==> src/rtl/gbt_link_sequencer.sv <==
// -----------------------------------------------------------------------------
// gbt_link_sequencer
//
// Bring-up and recovery sequencer for the GBT transceiver bank, running in the
// 40 MHz management clock domain. It pulses the bank's general reset and the
// manual RX reset, waits for the TX and RX ready flags, and retries with
// bounded timeouts until the link is up. Loss of signal, loss of either ready
// flag, or a forced restart sends the sequence back to the right point.
//
// Ports
//   clk_ik                 in   40 MHz management clock
//   rst_n_ir               in   synchronous active-low reset
//   sfp_los_i              in   SFP loss of signal (asynchronous)
//   tx_ready_i             in   bank TX ready (asynchronous)
//   rx_ready_i             in   bank RX ready (asynchronous)
//   force_reset_i          in   synchronous request to restart from GENRST
//   gbt_general_reset_o    out  general reset to the bank, active-high
//   gbt_manual_reset_rx_o  out  RX reset to the bank, active-high
//   link_up_o              out  link operational
//   link_lost_o            out  one-clock pulse when leaving UP
//   retry_cnt_o   [7:0]    out  saturating timeout/recovery counter
//   state_o       [2:0]    out  current state encoding
// -----------------------------------------------------------------------------
module gbt_link_sequencer #(
  parameter int RST_CYCLES = 64,
  parameter int TX_TIMEOUT = 40000,
  parameter int RX_TIMEOUT = 400000,
  parameter int LOS_FILTER = 1024
) (
  input  logic       clk_ik,
  input  logic       rst_n_ir,
  input  logic       sfp_los_i,
  input  logic       tx_ready_i,
  input  logic       rx_ready_i,
  input  logic       force_reset_i,
  output logic       gbt_general_reset_o,
  output logic       gbt_manual_reset_rx_o,
  output logic       link_up_o,
  output logic       link_lost_o,
  output logic [7:0] retry_cnt_o,
  output logic [2:0] state_o
);

  localparam int MAX_A = (RST_CYCLES > TX_TIMEOUT) ? RST_CYCLES : TX_TIMEOUT;
  localparam int MAX_B = (RX_TIMEOUT > LOS_FILTER) ? RX_TIMEOUT : LOS_FILTER;
  localparam int MAX_P = (MAX_A > MAX_B) ? MAX_A : MAX_B;
  localparam int TMR_W = $clog2(MAX_P + 1);

  localparam logic [TMR_W-1:0] RST_LAST = TMR_W'(RST_CYCLES - 1);
  localparam logic [TMR_W-1:0] TX_LAST  = TMR_W'(TX_TIMEOUT - 1);
  localparam logic [TMR_W-1:0] RX_LAST  = TMR_W'(RX_TIMEOUT - 1);
  localparam logic [TMR_W-1:0] LOS_LAST = TMR_W'(LOS_FILTER - 1);

  typedef enum logic [2:0] {
    S_LOS    = 3'd0,
    S_GENRST = 3'd1,
    S_WAITTX = 3'd2,
    S_RXRST  = 3'd3,
    S_WAITRX = 3'd4,
    S_UP     = 3'd5
  } state_t;

  // Saturating increments: neither the timer nor the retry counter may wrap.
  function automatic logic [TMR_W-1:0] tmr_inc(input logic [TMR_W-1:0] v);
    return (v == {TMR_W{1'b1}}) ? v : v + TMR_W'(1);
  endfunction

  function automatic logic [7:0] sat_inc8(input logic [7:0] v);
    return (v == 8'hFF) ? v : v + 8'd1;
  endfunction

  logic             los_p0, txr_p0, rxr_p0;
  logic             los_s, txr_s, rxr_s;
  state_t           state_q, state_nxt;
  logic [TMR_W-1:0] tmr_q;
  logic             tmr_clr;
  logic             retry_inc;
  logic             lost_nxt;

  // ---- stage p0 -> s: two-flop synchronisers for the asynchronous flags ----
  always_ff @(posedge clk_ik) begin
    if (!rst_n_ir) begin
      los_p0 <= 1'b0;
      txr_p0 <= 1'b0;
      rxr_p0 <= 1'b0;
      los_s  <= 1'b0;
      txr_s  <= 1'b0;
      rxr_s  <= 1'b0;
    end else begin
      los_p0 <= sfp_los_i;
      txr_p0 <= tx_ready_i;
      rxr_p0 <= rx_ready_i;
      los_s  <= los_p0;
      txr_s  <= txr_p0;
      rxr_s  <= rxr_p0;
    end
  end

  always_comb begin
    state_nxt = state_q;
    tmr_clr   = 1'b0;
    retry_inc = 1'b0;
    lost_nxt  = 1'b0;

    // Loss of signal outranks everything; while already in LOS this keeps the
    // filter timer pinned at zero so only an unbroken LOS-free run counts.
    if (los_s) begin
      state_nxt = S_LOS;
      tmr_clr   = 1'b1;
    end else if (force_reset_i) begin
      // Re-entering GENRST restarts the pulse, so a held force keeps the
      // general reset asserted.
      state_nxt = S_GENRST;
      tmr_clr   = 1'b1;
    end else begin
      case (state_q)
        S_LOS:    if (tmr_q == LOS_LAST) state_nxt = S_GENRST;
        S_GENRST: if (tmr_q == RST_LAST) state_nxt = S_WAITTX;
        S_WAITTX: begin
          // Ready is checked first so it wins on the timeout clock.
          if (txr_s) begin
            state_nxt = S_RXRST;
          end else if (tmr_q == TX_LAST) begin
            state_nxt = S_GENRST;
            retry_inc = 1'b1;
          end
        end
        S_RXRST:  if (tmr_q == RST_LAST) state_nxt = S_WAITRX;
        S_WAITRX: begin
          if (rxr_s) begin
            state_nxt = S_UP;
          end else if (tmr_q == RX_LAST) begin
            state_nxt = S_RXRST;
            retry_inc = 1'b1;
          end
        end
        S_UP: begin
          if (!txr_s)      state_nxt = S_GENRST;
          else if (!rxr_s) state_nxt = S_RXRST;
        end
        default:          state_nxt = S_GENRST;
      endcase
    end

    // Any way out of UP, including the overrides, is a lost link.
    if ((state_q == S_UP) && (state_nxt != S_UP)) begin
      lost_nxt  = 1'b1;
      retry_inc = 1'b1;
    end

    if (state_nxt != state_q) tmr_clr = 1'b1;
  end

  always_ff @(posedge clk_ik) begin
    if (!rst_n_ir) begin
      state_q <= S_GENRST;
      tmr_q   <= '0;
    end else begin
      state_q <= state_nxt;
      tmr_q   <= tmr_clr ? '0 : tmr_inc(tmr_q);
    end
  end

  // ---- registered outputs, decoded from the next state ----
  always_ff @(posedge clk_ik) begin
    if (!rst_n_ir) begin
      gbt_general_reset_o   <= 1'b1;
      gbt_manual_reset_rx_o <= 1'b0;
      link_up_o             <= 1'b0;
      link_lost_o           <= 1'b0;
      retry_cnt_o           <= 8'd0;
      state_o               <= 3'd1;
    end else begin
      gbt_general_reset_o   <= (state_nxt == S_LOS) || (state_nxt == S_GENRST);
      gbt_manual_reset_rx_o <= (state_nxt == S_RXRST);
      link_up_o             <= (state_nxt == S_UP);
      link_lost_o           <= lost_nxt;
      retry_cnt_o           <= retry_inc ? sat_inc8(retry_cnt_o) : retry_cnt_o;
      state_o               <= state_nxt;
    end
  end

endmodule

==> config.mk <==
export PLATFORM = sky130hd
export DESIGN_NAME = gbt_link_sequencer
export DESIGN_NICKNAME = d
export VERILOG_FILES = /design/src/rtl/gbt_link_sequencer.sv
export SDC_FILE = /design/constraint.sdc
export NUM_CORES = 1
export LEC_CHECK = 0
export CORE_UTILIZATION = 36
export CTS_BUF_LIST = sky130_fd_sc_hd__clkbuf_8
export DETAILED_ROUTE_END_ITERATION = 8
export PLACE_DENSITY = 0.54
export SLEW_MARGIN = 25
export SYNTH_ARGS = -nofsm -noshare
export SYNTH_HDL_FRONTEND = slang
export SYNTH_SLANG_ARGS = --single-unit
==> constraint.sdc <==
create_clock -name clk_ik -period 4.26 [get_ports clk_ik]
set_clock_uncertainty 0.1 [all_clocks]
set_input_delay 0.852 -clock clk_ik [delete_from_list [all_inputs] [get_ports clk_ik]]
set_output_delay 0.852 -clock clk_ik [all_outputs]
set_load 0.02 [all_outputs]
After elaboration in Yosys (flattened, before gate mapping)
Index checks and enable logic that the tools add are counted.
Storage, ports and cells
  register bits after elaboration: 40
  bits of input ports: 6
Cells by class
  $add $sub $neg: 2
  eq/ne operators: 16
  muxes and demuxes: 24
  bitwise operators: 2
  reductions and logical operators: 6
Operators by type and width (number)
  == test 19 bit (second input constant): 2
  two-way mux 3 bit: 11
  adder 19 x 1 -> 19 bit (second input constant): 1
  == test 19 x 10 -> 1 bit (second input constant): 1
  == test 19 x 16 -> 1 bit (second input constant): 1
  == test 19 x 6 -> 1 bit (second input constant): 1
  one-hot mux 3 bit (6 select lines): 1
  two-way mux 1 bit: 11
  == test 3 x 2 -> 1 bit (second input constant): 3
  == test 3 bit (second input constant): 3
  adder 8 x 1 -> 8 bit (second input constant): 1
  == test 8 bit (second input constant): 1
  == test 3 x 1 -> 1 bit (second input constant): 2
  logical NOT 3 bit: 2
  != test 3 bit: 1
  != test 3 bit (second input constant): 1
  inverter 1 bit: 2
  one-hot mux 1 bit (2 select lines): 1
  AND reduction 2 bit: 1
  OR reduction 2 bit: 1
  logical AND 1 bit: 1
  logical OR 1 bit: 1

Longest topological paths before layout
Gate-level depths: netlist of run 1.
  word-level depth: 10
  mapped depth: 10
  depth with buffers taken out: 8

Worst setup path after synthesis of run 1
Ideal clock, no wire load.
  path type: register to register
  start: reg tmr_q[0]
  end: reg tmr_q[10]
  setup time: 64 ps
  arrival time: 2402 ps
  data required time: 4096 ps
  path slack: 1694 ps
  stages on the path, launching flop included: 11
  buffers on the path: 2
  period minus slack after synthesis: 2566 ps
  path through: dfxtp_1 -> ha_1 -> and4_1 -> buf_2 -> nand4_1 -> nor4b_1 -> o41ai_4 -> xor2_1 -> o2111ai_2 -> buf_2 -> nor2_1
Between the ends
  cells in the longest elaborated chain, start to end: 9
RTL lines
  start, declared: RTL line 75  | logic [TMR_W-1:0] tmr_q;
  start signal, assigned: RTL line 160  | tmr_q <= tmr_clr ? '0 : tmr_inc(tmr_q);
  == test 19 bit or == test 19 x 16 -> 1 bit (tied branches): RTL line 132, 123
  two-way mux 3 bit (on tied branches): RTL line 132, 123
  two-way mux 3 bit (on tied branches): RTL line 130, 121
  one-hot mux 3 bit (6 select lines): RTL line 116  | case (state_q)
  two-way mux 3 bit: RTL line 110  | end else if (force_reset_i) begin
  two-way mux 3 bit: RTL line 107  | if (los_s) begin
  != test 3 bit: RTL line 151  | if (state_nxt != state_q) tmr_clr = 1'b1;
  two-way mux 1 bit: RTL line 151
  OR reduction 2 bit (no source line)
Several ways; a longest one is shown, not always the timed one.
A chain may end at the register's enable or synchronous reset.

Final worst setup path of run 1
  start: reg tmr_q[0]
  end: reg retry_cnt_o[5]
Between the ends
  cells in the longest elaborated chain, start to end: 10
RTL lines
  == test 19 bit or == test 19 x 16 -> 1 bit (tied branches): RTL line 132, 123
  two-way mux 3 bit (on tied branches): RTL line 132, 123
  two-way mux 3 bit (on tied branches): RTL line 130, 121
  one-hot mux 3 bit (6 select lines): RTL line 116
  two-way mux 3 bit: RTL line 110
  two-way mux 3 bit: RTL line 107
  != test 3 bit: RTL line 146  | if ((state_q == S_UP) && (state_nxt != S_UP)) begin
  logical AND 1 bit: RTL line 146
  two-way mux 1 bit *: RTL line 146
  AND reduction 2 bit (no source line) *
  end signal, assigned: RTL line 178  | retry_cnt_o <= retry_inc ? sat_inc8(retry_cnt_o) : retry_cnt_o;
  end, declared: RTL line 40  | output logic [7:0] retry_cnt_o,
Every way passes the cells marked *; elsewhere a longest branch is shown, timed or not.

==> results of run 1 <==
-- sequential cells by signal (all words and copies together), names as in the netlist --
| signal | count |
|---|---|
| rxr_s | 1 |
| link_lost_o | 1 |
| los_p0 | 1 |
| txr_p0 | 1 |
| state_o | 3 |
| link_up_o | 1 |
| gbt_general_reset_o | 1 |
| los_s | 1 |
| retry_cnt_o | 8 |
| txr_s | 1 |
| gbt_manual_reset_rx_o | 1 |
| tmr_q | 19 |
| rxr_p0 | 1 |
-- path summary, 6_finish.rpt --
kind	slack (ns)	startpoint	cells after the start	end
max	1.08	tmr_q[0]$_SDFFE_PP0P_	8	retry_cnt_o[5]$_SDFFE_PN0P_
max reg2reg	1.08	tmr_q[0]$_SDFFE_PP0P_	8	retry_cnt_o[5]$_SDFFE_PN0P_
min reg2reg	0.33	txr_p0$_SDFF_PN0_	1	txr_s$_SDFF_PN0_
min	0.33	txr_p0$_SDFF_PN0_	1	txr_s$_SDFF_PN0_
-- metal layers --
layer | share of wire, % | global-route usage [%]
met5 | 0 | 0
met4 | 0.82 | 4.62
met3 | 3.2 | 3.57
met2 | 43 | 23.1
met1 | 53 | 20.6
-- stage by stage --
stage,instance area (um^2),setup WS [ns]
after floorplan,2010,1.69
after global placement,2260,1.13
after detailed placement,2260,1.06
after CTS,2380,1.12
after global routing,2380,0.801
final,2380,1.08
-- cell families (layout without fill, tap and decap cells) --
| family | Yosys count | after routing |
|---|---|---|
| DFF | 40 | 40 |
| and+or+nand+nor | 124 | 124 |
| xor gates and xnor gates | 16 | 16 |
| buffers and inverters | 17 | 35 |
| AOI/OAI and AO/OA | 35 | 35 |
| adders and majority gates | 2 | 2 |
| muxes | 3 | 3 |
-- cell usage after synthesis (2+ instances only) --
master,number,area [um^2]
sky130_fd_sc_hd__mux2i_1,3,30.0
sky130_fd_sc_hd__nor2_1,30,113
sky130_fd_sc_hd__nand2_1,22,82.6
sky130_fd_sc_hd__or2_2,2,12.5
sky130_fd_sc_hd__nand4_1,9,56.3
sky130_fd_sc_hd__o21ai_0,5,25.0
sky130_fd_sc_hd__a31oi_1,2,12.5
sky130_fd_sc_hd__xnor2_1,5,43.8
sky130_fd_sc_hd__xor2_1,11,96.3
sky130_fd_sc_hd__a21oi_1,7,35.0
sky130_fd_sc_hd__o211a_1,2,20.0
sky130_fd_sc_hd__buf_2,4,20.0
sky130_fd_sc_hd__clkbuf_1,6,22.5
sky130_fd_sc_hd__nor2b_1,4,25.0
sky130_fd_sc_hd__nor4b_1,2,17.5
sky130_fd_sc_hd__o211ai_1,2,15.0
sky130_fd_sc_hd__inv_1,6,22.5
sky130_fd_sc_hd__a2bb2oi_1,2,17.5
sky130_fd_sc_hd__nor3b_1,2,15.0
sky130_fd_sc_hd__and3_1,7,43.8
sky130_fd_sc_hd__nor4_2,2,25.0
sky130_fd_sc_hd__nor3_1,5,25.0
sky130_fd_sc_hd__nand2b_1,2,12.5
sky130_fd_sc_hd__nand3_1,14,70.1
sky130_fd_sc_hd__or4_1,3,22.5
sky130_fd_sc_hd__and2_1,7,43.8
sky130_fd_sc_hd__ha_1,2,25.0
sky130_fd_sc_hd__and4_1,4,35.0
sky130_fd_sc_hd__or3_1,3,18.8
sky130_fd_sc_hd__o31ai_1,5,37.5
sky130_fd_sc_hd__dfxtp_1,40,801
-- final cells by class --
class | instances | area (um^2)
Sequential cell | 40 | 801
Timing Repair Buffer | 20 | 200
Fill cell | 522 | 2850
Clock buffer | 7 | 96.3
Multi-Input combinational cell | 180 | 1140
Tap cell | 70 | 87.6
Clock inverter | 1 | 30.0
Inverter | 7 | 26.3
-- power breakdown --
| group | switching, uW | total (uW) | leakage, uW | internal [uW] |
|---|---|---|---|---|
| logic | 14.2 | 25.5 | 0.000425 | 11.3 |
| clock network | 124 | 330 | 0.0000645 | 207 |
| registers | 3.74 | 381 | 0.000324 | 378 |
-- critical path, cell delays in order (launching register included) --
cell and delay [ns]:
sky130_fd_sc_hd__dfxtp_1 0.37, sky130_fd_sc_hd__ha_1 0.19, sky130_fd_sc_hd__and4_1 0.37, sky130_fd_sc_hd__nand4_1 0.22, sky130_fd_sc_hd__o31ai_1 0.33, sky130_fd_sc_hd__a2bb2oi_1 0.45
sky130_fd_sc_hd__o21ai_1 0.38, sky130_fd_sc_hd__or4_1 0.55, sky130_fd_sc_hd__a21oi_1 0.14
==> results.txt, run 1 <==
----------------------------------------------------
[Clock tree]
  Number of buffers inserted to repair setup after CTS ... 0
  Skew-Pair Late Insertion Delay ... 0.28 ns
  Resize count post-CTS ... 0
  Number of clock buffers inserted by TritonCTS ... 5
  Root Driver ... sky130_fd_sc_hd__clkbuf_8
  Clock tree from TritonCTS ... built
  Hold-fix buffers, CTS ... 0
  Maximum buffer depth of the clock tree ... 2
  Number of clock sinks ... 40
  Clock slew seen by the registers of the worst setup and hold paths ... 0.08 ns
  Number of H-tree levels ... 2

[Global routing]
  Total Routing Usage GR ... 15.0%
  Via count of the first global-routing pass ... 1535
  Number of antenna violations at the first check in global routing ... 0
  Global-route wire length before repair ... 7.22 mm
  Residual overflow from global routing ... 0
  Maximum number of pins on one net before global-route repair ... 20

[Floorplanning]
  Initial Util ... 38.4%
  Number of cell rows ... 26
  Die Area ... 0.00590 mm^2
  Die Y-Extent ... 76.8 um
  Core Area ... 0.00524 mm^2
  Count of pins on the block boundary ... 21
  Die extent in x ... 76.8 um

[Layout]
  Share of layout cells above drive strength 1 ... 6.67%
  Core occupancy in the finished layout ... 45.5%
  Antenna diodes ... 0
  Cell Count, Final, Fillers Out ... 325
  Final layout net count ... 262
  Area growth from synthesis to layout ... 18.5%
  Most frequent cells in the layout ... 40 x sky130_fd_sc_hd__dfxtp_1, 30 x sky130_fd_sc_hd__nor2_1, 22 x sky130_fd_sc_hd__nand2_1
  Most common cell after layout, fill and taps aside ... sky130_fd_sc_hd__dfxtp_1

[STA]
  Shortest period the worst path allows ... 3.18 ns
  Sum Neg Setup Slack ... 0 ns
  Final setup fails ... 0
  Transition at the pin with the smallest max-transition slack ... 0.894 ns
  Fin. Hold Viols ... 0
  Worst max-slew margin expressed relative to the limit ... 40.4%
  Max Fclk ... 0.315 GHz
  Unrepaired setup endpoints after global routing ... false
  Post-route clock period utilization ... 74.6%
  Worst hold-check slack ... 0.332 ns
  Final number of max-transition violations ... 0

[Setup path]
  Type of destination of the critical path ... flip-flop
  Required @ worst endpoint ... 4.37 ns
  Kind of start point of the critical path ... flip-flop
  Classification of the worst setup path ... reg2reg
  Crit path arrival time ... 3.29 ns
  Maximum net fanout on the critical path ... 12

[Logic synthesis]
  Simple-gate share of the synthesized area ... 33.6%
  Multiplexer area fraction after synthesis ... 1.49%
  Number of enable-type register cells in the synthesized netlist ... 0
  Post-synthesis cell count ... 237
  Number of nets in the synthesized netlist ... 245
  Largest family of logic cells by synthesized area ... simple AND/OR/NAND/NOR gates
  Post-synth ARST share ... 0%
  Compound-Gate Fraction of Synth Area ... 13.5%
  #FFs+latches synth ... 40
  Sequential cell area fraction in the yosys report ... 39.8%
  Fraction of the mapped netlist area in adder cells ... 1.24%
  Area share of xor/xnor cells in the synthesized design ... 6.96%
  Average footprint of a synthesized cell ... 8.49 um^2
  Synth Warn # ... 0
  Post-synth top flop ... sky130_fd_sc_hd__dfxtp_1
  Syn Std Cell Area ... 0.00201 mm^2
  Library cells used by synthesis ... 48

[Place]
  Routability Congestion ... 0.785
  Final HPWL DP ... 3.02 mm
  Port-buffer cells ... 20
  Cell count after placement ... 317

[Route]
  Violation count after the first detailed-routing iteration ... 91
  Detailed-route wire length ... 4.13 mm
  DR pass1 iterations ... 4
  Final ANT Viol Nets ... 0
  Routed via count divided by cell count ... 5.21
  Remaining DRCs ... 0
  Overall via count from detail_route ... 1692
  Avg WL per Cell ... 12.7 um

[Power and ir drop]
  Static leakage ... 0.000813 uW
  IR drop worst, VDD ... 0.190 mV
  Post-route total power ... 737 uW
  Power density normalized to cell area ... 309 mW/mm^2

[Worst hold path]
  Classification of the worst-slack hold path ... reg2reg

[Outcome]
  Run status ... finished, final reports clean

[Job]
  Max Cap Viol ... 0

----------------------------------------------------
Power figures use the tool's default switching activity.
==> run 2: changes to the inputs <==
Settings changed: PLACE_DENSITY 0.54 to 0.56.
Clock period 4.26 ns to 2.8 ns, I/O delays scaled along.
==> run 2 against run 1 <==
  * Power grew 49%
  * Fmax grew 20%
  * Critical path depth grew 2
  * Hold slack gained 0.0036 ns
  * Combinational power grew 91%
  * Via count grew 3.8%
  * Die area is the same
==> results.txt, run 2 (synthesis gave the netlist of run 1 again) <==
----------------------------------------------------
[Floorplanning]
  Number of cell rows ... 26
  Die extent in x ... 76.8 um
  Core Area ... 0.00524 mm^2
  Die Y-Extent ... 76.8 um
  Initial Util ... 38.4%
  Die Area ... 0.00590 mm^2
  Count of pins on the block boundary ... 21

[Layout]
  Area growth from synthesis to layout ... 26.1%
  Antenna diodes ... 0
  Area occupied by multi-input gates ... 0.00120 mm^2
  Fillers ... 499
  Final std cell area, no fill ... 0.00254 mm^2
  Largest register FFs ... 19
  Most frequent cells in the layout ... 40 x sky130_fd_sc_hd__dfxtp_1, 30 x sky130_fd_sc_hd__nor2_1, 22 x sky130_fd_sc_hd__nand2_1
  Final layout net count ... 277
  Sequential standard cell area ... 801 um^2
  Largest registers in the final layout ... tmr_q x19, retry_cnt_o x8, state_o x3
  Core occupancy in the finished layout ... 48.5%
  Share of layout cells above drive strength 1 ... 13.3%
  Register bank with the most flops ... tmr_q
  Most common cell after layout, fill and taps aside ... sky130_fd_sc_hd__dfxtp_1

[Global routing]
  Met1 track demand over resource ... 20.8%
  Global-route wire length before repair ... 7.46 mm
  Via count of the first global-routing pass ... 1596
  GR met2 Demand/Resource ... 24.1%
  Grt met3 use ... 4.29%
  Number of antenna violations at the first check in global routing ... 0
  Most heavily used metal layer in global routing ... met2
  Maximum number of pins on one net before global-route repair ... 15
  Total Routing Usage GR ... 15.8%
  Residual overflow from global routing ... 0

[Power and ir drop]
  Power density normalized to cell area ... 432 mW/mm^2
  Static leakage ... 0.000897 uW
  IR drop worst, VDD ... 0.228 mV

[Setup path]
  Worst-path cell chain ... ha_1 -> and4_4 -> nand4_1 -> nor4b_1 -> buf_4 -> o41ai_4 -> o21ai_1 -> buf_4 -> or4_1 -> a21oi_1
  Classification of the worst setup path ... reg2reg
  Kind of start point of the critical path ... flip-flop
  Depth of the critical timing path with buffers and inverters included ... 10
  Crit path arrival time ... 2.77 ns
  Start of the worst register-to-register path ... tmr_q[0]$_SDFFE_PP0P_
  Terminus of the critical flop-to-flop path ... retry_cnt_o[5]$_SDFFE_PN0P_
  Dominant delay contributor by cell family on the critical path ... simple AND/OR/NAND/NOR gates
  Most numerous cell on the critical path ... sky130_fd_sc_hd__buf_4
  Required @ worst endpoint ... 2.93 ns
  Cells on worst reg2reg path ... 10
  Crit path capture ... retry_cnt_o[5]$_SDFFE_PN0P_
  Crit path max-delay cell type ... sky130_fd_sc_hd__or4_1
  R2R setup slack ... 0.15 ns
  Crit path largest cell delay ... 0.46 ns
  Type of destination of the critical path ... flip-flop
  Number of buffer and inverter instances along the worst setup path ... 2
  Maximum net fanout on the critical path ... 12
  Launch point of the worst path ... tmr_q[0]$_SDFFE_PP0P_

[Route]
  Detailed-route wire length ... 4.37 mm
  Routed via count divided by cell count ... 5.17
  Avg WL per Cell ... 12.9 um
  Remaining DRCs ... 0
  Final ANT Viol Nets ... 0
  Violation count after the first detailed-routing iteration ... 100
  DR pass1 iterations ... 4
  Overall via count from detail_route ... 1757

[STA]
  Max Fclk ... 0.378 GHz
  Post-route clock period utilization ... 94.5%
  Unrepaired setup endpoints after global routing ... false
  Transition at the pin with the smallest max-transition slack ... 0.534 ns
  Final setup fails ... 0
  Sum Neg Setup Slack ... 0 ns
  Final number of max-transition violations ... 0
  Fin. Hold Viols ... 0
  Worst max-slew margin expressed relative to the limit ... 64.1%
  Shortest period the worst path allows ... 2.65 ns

[Worst hold path]
  Classification of the worst-slack hold path ... reg2reg

[Clock tree]
  Number of clock buffers inserted by TritonCTS ... 5
  Maximum buffer depth of the clock tree ... 2
  Root Driver ... sky130_fd_sc_hd__clkbuf_8
  Hold-fix buffers, CTS ... 0
  Clock slew seen by the registers of the worst setup and hold paths ... 0.08 ns
  Clock tree from TritonCTS ... built
  Number of clock sinks ... 40
  Number of H-tree levels ... 2
  Skew-Pair Late Insertion Delay ... 0.29 ns

[Place]
  Area of placed instances ... 0.00237 mm^2
  Final HPWL DP ... 3.19 mm
  Routability Congestion ... 0.791
  Port-buffer cells ... 20

[Outcome]
  Run status ... finished, final reports clean

[Job]
  Max Cap Viol ... 0

----------------------------------------------------
run 2: cell types whose count changed in the layout (fill, tap and decap cells not counted), sizes merged:
cell | previous run | this run
buf | 0 | 15
clkbuf | 7 | 5
clkinv | 1 | 2
clkinvlp | 0 | 1
run 2: area by class of cell:
class / count / share of cell area (%)
sequential: 40 / 31.5
clock inverter: 3 / 1.68
multi-input combinational: 180 / 47.3
clock buffer: 5 / 2.71
timing repair buffer: 35 / 12.3
tap: 70 / 3.45
inverter: 7 / 1.03
run 2: report_power, final:
part           leakage [uW]  switching [uW]  internal (uW)  total (uW)
registers          0.000324            5.83            574         580
clock network     0.0000541             203            264         467
logic              0.000519            24.7           24.0        48.8
total              0.000897             234            862        1100
run 2: worst min path at each step:
stage,depth (start not counted),endpoint,slack (ns),start
2_1_floorplan,1,los_s$_SDFF_PN0_,0.31,los_p0$_SDFF_PN0_
3_3_place_gp,1,rxr_s$_SDFF_PN0_,0.32,rxr_p0$_SDFF_PN0_
3_5_place_dp,1,los_s$_SDFF_PN0_,0.32,los_p0$_SDFF_PN0_
4_1_cts,1,los_s$_SDFF_PN0_,0.34,los_p0$_SDFF_PN0_
5_1_grt,1,rxr_s$_SDFF_PN0_,0.36,rxr_p0$_SDFF_PN0_
6_report,1,rxr_s$_SDFF_PN0_,0.34,rxr_p0$_SDFF_PN0_
run 2: metal layers:
metal / part of all wire (%) / vias up / wire length (um)
met2: 44 / 34 / 1940
met5: 0 / - / 0
met3: 4.6 / 7 / 201
met1: 49 / 805 / 2160
met4: 1.5 / 0 / 66
li1: - / 911 / -
run 2: what timing repair did:
item                       4_1_cts  5_1_grt
gates cloned                     0        0
pin swaps                        0        1
resized for setup                1        8
setup endpoints to repair        2       19
setup buffers                    0        0
run 2: per-stage QoR:
step	cells	hold slack [ns]	worst slack [ns]	total power [uW]
after floorplan	237	0.312	0.234	618
after global placement	332	0.321	-0.00301	639
after detailed placement	332	0.317	-0.00393	639
after CTS	340	0.337	0.0112	1110
after global routing	340	0.357	0.0177	1150
final	340	0.335	0.153	1100
